$ cat config.mk
export PLATFORM = sky130hd
export DESIGN_NAME = peak_dpu_mdu_ctl
export DESIGN_NICKNAME = d
export VERILOG_FILES = /design/src/rtl/peak_dpu_mdu_ctl.sv
export SDC_FILE = /design/constraint.sdc
export NUM_CORES = 1
export LEC_CHECK = 0
export ABC_AREA = 1
export BUFFER_PORTS_ARGS = -buffer_cell sky130_fd_sc_hd__buf_2
export CELL_PAD_IN_SITES_DETAIL_PLACEMENT = 1
export CELL_PAD_IN_SITES_GLOBAL_PLACEMENT = 2
export CORE_MARGIN = 2
export CORE_UTILIZATION = 27
export DETAILED_ROUTE_END_ITERATION = 7
export PLACE_DENSITY = 0.88
export SYNTH_ARGS = -nofsm -noshare
export SYNTH_HDL_FRONTEND = slang
export SYNTH_SLANG_ARGS = --single-unit
$ cat constraint.sdc
create_clock -name clk -period 1.6 [get_ports clk]
set_input_delay 0.16 -clock clk [delete_from_list [all_inputs] [get_ports clk]]
set_output_delay 0.16 -clock clk [all_outputs]
set_load 0.02 [all_outputs]
$ cat src/rtl/peak_dpu_mdu_ctl.sv
// MDU issue/completion control: fixed-latency multiply pipe plus iterative divide FSM
// sharing one writeback port. Optional macro PEAK_MDU_DIV_ZERO_EARLY_EN enables zero-divisor early-out.
module peak_dpu_mdu_ctl #(
   parameter int MUL_LAT = 3,
   parameter int DIV_CYC = 32
) (
   input  logic       clk,
   input  logic       rst,
   input  logic       iss_vld,
   input  logic       iss_is_mul,
   input  logic       iss_is_div,
   input  logic [4:0] iss_wr_addr,
   input  logic       iss_div_zero,
   input  logic       flush,
   output logic       mul_busy,
   output logic       mul_wr_vld_ex,
   output logic [4:0] mul_wr_addr_ex,
   output logic       div_busy,
   output logic       div_wr_vld_ex,
   output logic [4:0] div_wr_addr_ex,
   output logic       mul_start,
   output logic       div_start,
   output logic       mdu_err
);

   localparam logic [1:0] D_IDLE = 2'd0;
   localparam logic [1:0] D_RUN  = 2'd1;
   localparam logic [1:0] D_HOLD = 2'd2;
   localparam logic [1:0] D_DONE = 2'd3;

   // vld_pipe[k] is set k cycles after a multiply was accepted
   logic [MUL_LAT:1] vld_pipe;
   logic [1:0]       div_st;
   logic [5:0]       div_cnt;
   logic [5:0]       div_load;
   logic             iss_both, mul_acc, div_acc, mul_wr_nxt;
   logic             mul_viol, div_viol;

   assign iss_both = iss_vld & iss_is_mul & iss_is_div;
   assign mul_acc  = iss_vld & iss_is_mul & ~iss_is_div & ~mul_busy;
   assign div_acc  = iss_vld & iss_is_div & ~iss_is_mul & ~div_busy;
   assign mul_viol = iss_vld & iss_is_mul & ~iss_is_div & mul_busy;
   assign div_viol = iss_vld & iss_is_div & ~iss_is_mul & div_busy;

   assign mul_start     = vld_pipe[1];
   assign mul_busy      = |vld_pipe[MUL_LAT-1:1];
   assign mul_wr_vld_ex = vld_pipe[MUL_LAT];
   // multiply lands on the shared writeback port next cycle
   assign mul_wr_nxt    = vld_pipe[MUL_LAT-1];

   assign div_busy      = (div_st == D_RUN) | (div_st == D_HOLD);
   assign div_wr_vld_ex = (div_st == D_DONE);

`ifdef PEAK_MDU_DIV_ZERO_EARLY_EN
   assign div_load = iss_div_zero ? 6'd0 : 6'(DIV_CYC - 1);
`else
   logic unused_div_zero;
   assign unused_div_zero = iss_div_zero;
   assign div_load        = 6'(DIV_CYC - 1);
`endif

   always_ff @(posedge clk) begin
      if (rst) begin
         vld_pipe       <= '0;
         div_st         <= D_IDLE;
         div_cnt        <= '0;
         div_start      <= 1'b0;
         mul_wr_addr_ex <= '0;
         div_wr_addr_ex <= '0;
         mdu_err        <= 1'b0;
      end else if (flush) begin
         vld_pipe  <= '0;
         div_st    <= D_IDLE;
         div_cnt   <= '0;
         div_start <= 1'b0;
      end else begin
         vld_pipe  <= {vld_pipe[MUL_LAT-1:1], mul_acc};
         div_start <= div_acc;
         if (mul_acc) mul_wr_addr_ex <= iss_wr_addr;
         if (div_acc) div_wr_addr_ex <= iss_wr_addr;
         if (iss_both | mul_viol | div_viol) mdu_err <= 1'b1;
         case (div_st)
            D_RUN: begin
               if (div_cnt == 6'd0) div_st <= mul_wr_nxt ? D_HOLD : D_DONE;
               else                 div_cnt <= div_cnt - 6'd1;
            end
            D_HOLD: div_st <= D_DONE;
            default: begin
               if (div_acc) begin
                  div_st  <= D_RUN;
                  div_cnt <= div_load;
               end else begin
                  div_st  <= D_IDLE;
               end
            end
         endcase
      end
   end

endmodule

==> results.py <==
metrics = {
    "outcome": {
        "status": "completed",
    },
    "synth": {
        "synthTopCellsByArea": "dfxtp_1 44%, nand2_1 15%, nor2_1 10%",
        "syn_avg_cell_area_um2": 6.902,
        "seq_area_frac_synth_pct": 43.60,
        "synth_area_mm2": 0.001056,
        "synth-seq-cells": 23,
        "ys_types": 15,
        "synth_warnings": 0,
        "synth_top_area_share_pct": 43.60,
        "synth_fp_nets": 170,
        "yosysTopAreaCell": "dfxtp_1",
        "synth_cells": 153,
    },
    "setup_path": {
        "worst_setup_path_start_kind": "flip-flop",
        "cp-end-kind": "flip-flop",
        "cp_data_arrival_time_ns": 1.65,
        "crit_path_max_fanout": 6,
        "path_class": "flip-flop to flip-flop",
        "cp.required_ns": 1.76,
    },
    "timing": {
        "slew_viol_final": 0,
        "rsz0062_at_grt": "yes",
        "worst_slew_pin_slew_ns": 0.2818,
        "fmax_mhz": 673.6,
        "timing.slew.headroom_pct": 81.16,
        "finClkSkew_ns": 0.004967,
        "hold_viol_final": 0,
        "setup_ws_ns": 0.1155,
        "finalCritPeriodShare_pct": 92.78,
        "setup_viol_count_final": 0,
        "min_period_ns": 1.485,
        "fin_setup_tns_ns": 0,
    },
    "die": {
        "die_y_um": 66.54,
        "initial_core_util_pct": 28.42,
        "core.rowCount": 22,
        "core_area_mm2": 0.003716,
        "dieWidth_um": 66.54,
        "dieArea_mm2": 0.004428,
        "ioPinCount": 29,
    },
    "flow_run": {
        "cap_violations": 0,
    },
    "power_and_ir_drop": {
        "p_leak_nw": 0.6645,
        "ir_worst_vdd_mv": 0.4319,
        "powerDensity_mw_per_mm2": 803.1,
        "fin_total_pwr_mw": 1.087,
    },
    "layout": {
        "syn2layout_area_growth_pct": 28.20,
        "drive_gt1_share_pct": 24.47,
        "final_common_cell": "nand2_1",
        "fin_nets": 206,
        "final_cell_mix": "40 x nand2_1, 27 x nor2_1, 27 x buf_2, 22 x dfxtp_1, 19 x inv_1",
        "n_antenna_cell": 0,
    },
    "clock_tree": {
        "cts_setup_buffers": 0,
        "clk_pin_slew_ns": 0.09,
        "cts_tree": "built",
        "postCtsHoldBufs": 0,
        "root_buffer": "clkbuf_8",
        "cts_max_path_buffers": 2,
        "cts.sinks": 23,
        "htree_levels": 1,
        "cts_buffers": 3,
        "clock_latency_ns": 0.26,
    },
    "global_routing": {
        "overflow": 0,
        "grt_max_degree": 14,
        "track_usage_pct": 12.65,
        "grt_pass1_vias": 1037,
        "grt_pass1_wl_mm": 4.319,
        "antenna_found_initial": 0,
    },
    "drt": {
        "via_per_inst": 4.432,
        "wl_met2_mm": 1.396,
        "drt_iter0_drc": 38,
        "highest_layer": "met4",
        "wl_mm": 2.705,
        "met3_wirelength_um": 161,
        "drt-pass1-iter-count": 4,
        "drt-met1-wl_mm": 1.141,
        "avgRoutedWirePerCell_um": 11.46,
        "vias": 1046,
        "antenna_left": 0,
        "drc": 0,
    },
    "placement": {
        "port_buffers": 27,
        "dpl.hpwl_mm": 2.074,
        "place_ws_ns": 0.009696,
        "gp_congestion": 0.7449,
    },
    "hold_path": {
        "hp-class": "input pin to flip-flop",
    },
}
final cells by class:
cell class / instances / area, µm²
Timing Repair Buffer: 33 / 180.2
Clock buffer: 3 / 41.29
Sequential cell: 23 / 461.7
Multi-Input combinational cell: 107 / 526.8
Clock inverter: 1 / 5.005
Tap cell: 48 / 60.06
Inverter: 21 / 78.83
Fill cell: 499 / 2362
synth_stat cells:
library cell  number
a21oi_1           15
buf_2              1
buf_6              1
clkbuf_1           1
dfxtp_1           23
ha_1               5
inv_1             21
nand2_1           41
nand2_2            1
nand3_1            4
nand3_2            2
nand4_1            3
nor2_1            28
nor3_1             1
o21ai_0            6
critical path: stages, from the launching register on:
cell and delay (ns):
dfxtp_2 0.33, inv_1 0.04, ha_1 0.28, nand4_1 0.20
nand2_2 0.20, nand3_4 0.13, nor2_1 0.14, nor2_1 0.06
report_power, final:
part | switching (mW) | leakage (nW) | total [mW] | internal, mW
Combinational | 0.0853 | 0.452 | 0.132 | 0.0472
Sequential | 0.00737 | 0.187 | 0.592 | 0.585
Clock | 0.189 | 0.0255 | 0.363 | 0.174
Total | 0.282 | 0.664 | 1.09 | 0.806
path summary, 6_finish.rpt:
kind	end	slack [ns]	startpoint	cells after the start
worst max register to register	div_cnt[3]$_SDFFE_PP0P_	0.12	div_st[0]$_SDFFE_PP0P_	7
worst min-delay path	mul_wr_addr_ex[4]$_SDFFE_PP0P_	0.16	iss_wr_addr[4]	3
worst min register to register	div_wr_addr_ex[4]$_SDFFE_PP0P_	0.47	div_wr_addr_ex[4]$_SDFFE_PP0P_	2
worst max-delay path	div_cnt[3]$_SDFFE_PP0P_	0.12	div_st[0]$_SDFFE_PP0P_	7
sequential cells by signal, summed over array words and instances (netlist names):
signal          count
div_st              2
mdu_err             1
div_cnt             6
vld_pipe            3
mul_wr_addr_ex      5
div_start           1
div_wr_addr_ex      5
logic make-up after synthesis:
kind of cell	count (synthesis)	synth area share (%)
AO/OA/AOI/OAI	21	9.953
adder cells (fa/ha/maj)	5	5.924
flip-flops	23	43.60
buffers and inverters	24	9.360
AND/OR/NAND/NOR	80	31.16
repair_timing:
action,in CTS,in global routing
cloned,0,1
gates resized for setup,1,6
pin swaps,0,5
setup endpoints to repair,2,11
stage by stage:
step	cells	utilization (%)	instance area [µm²]	hold slack (ns)
after floorplan	153	-	1056	0.2291
after detailed placement	231	34.34	1276	0.4362
after CTS	235	35.79	1330	0.1445
after global placement	231	34.34	1276	0.4314
after global routing	236	36.43	1354	0.1533
final	236	36.43	1354	0.1568
per-layer routing:
| layer | GRT usage, % | up-vias |
|---|---|---|
| met3 | 5.236 | 2 |
| met1 | 13.65 | 476 |
| met2 | 23.50 | 22 |
| met4 | 1.531 | 0 |
| met5 | 0 | - |
| li1 | - | 546 |
Power figures use the tool's default switching activity.
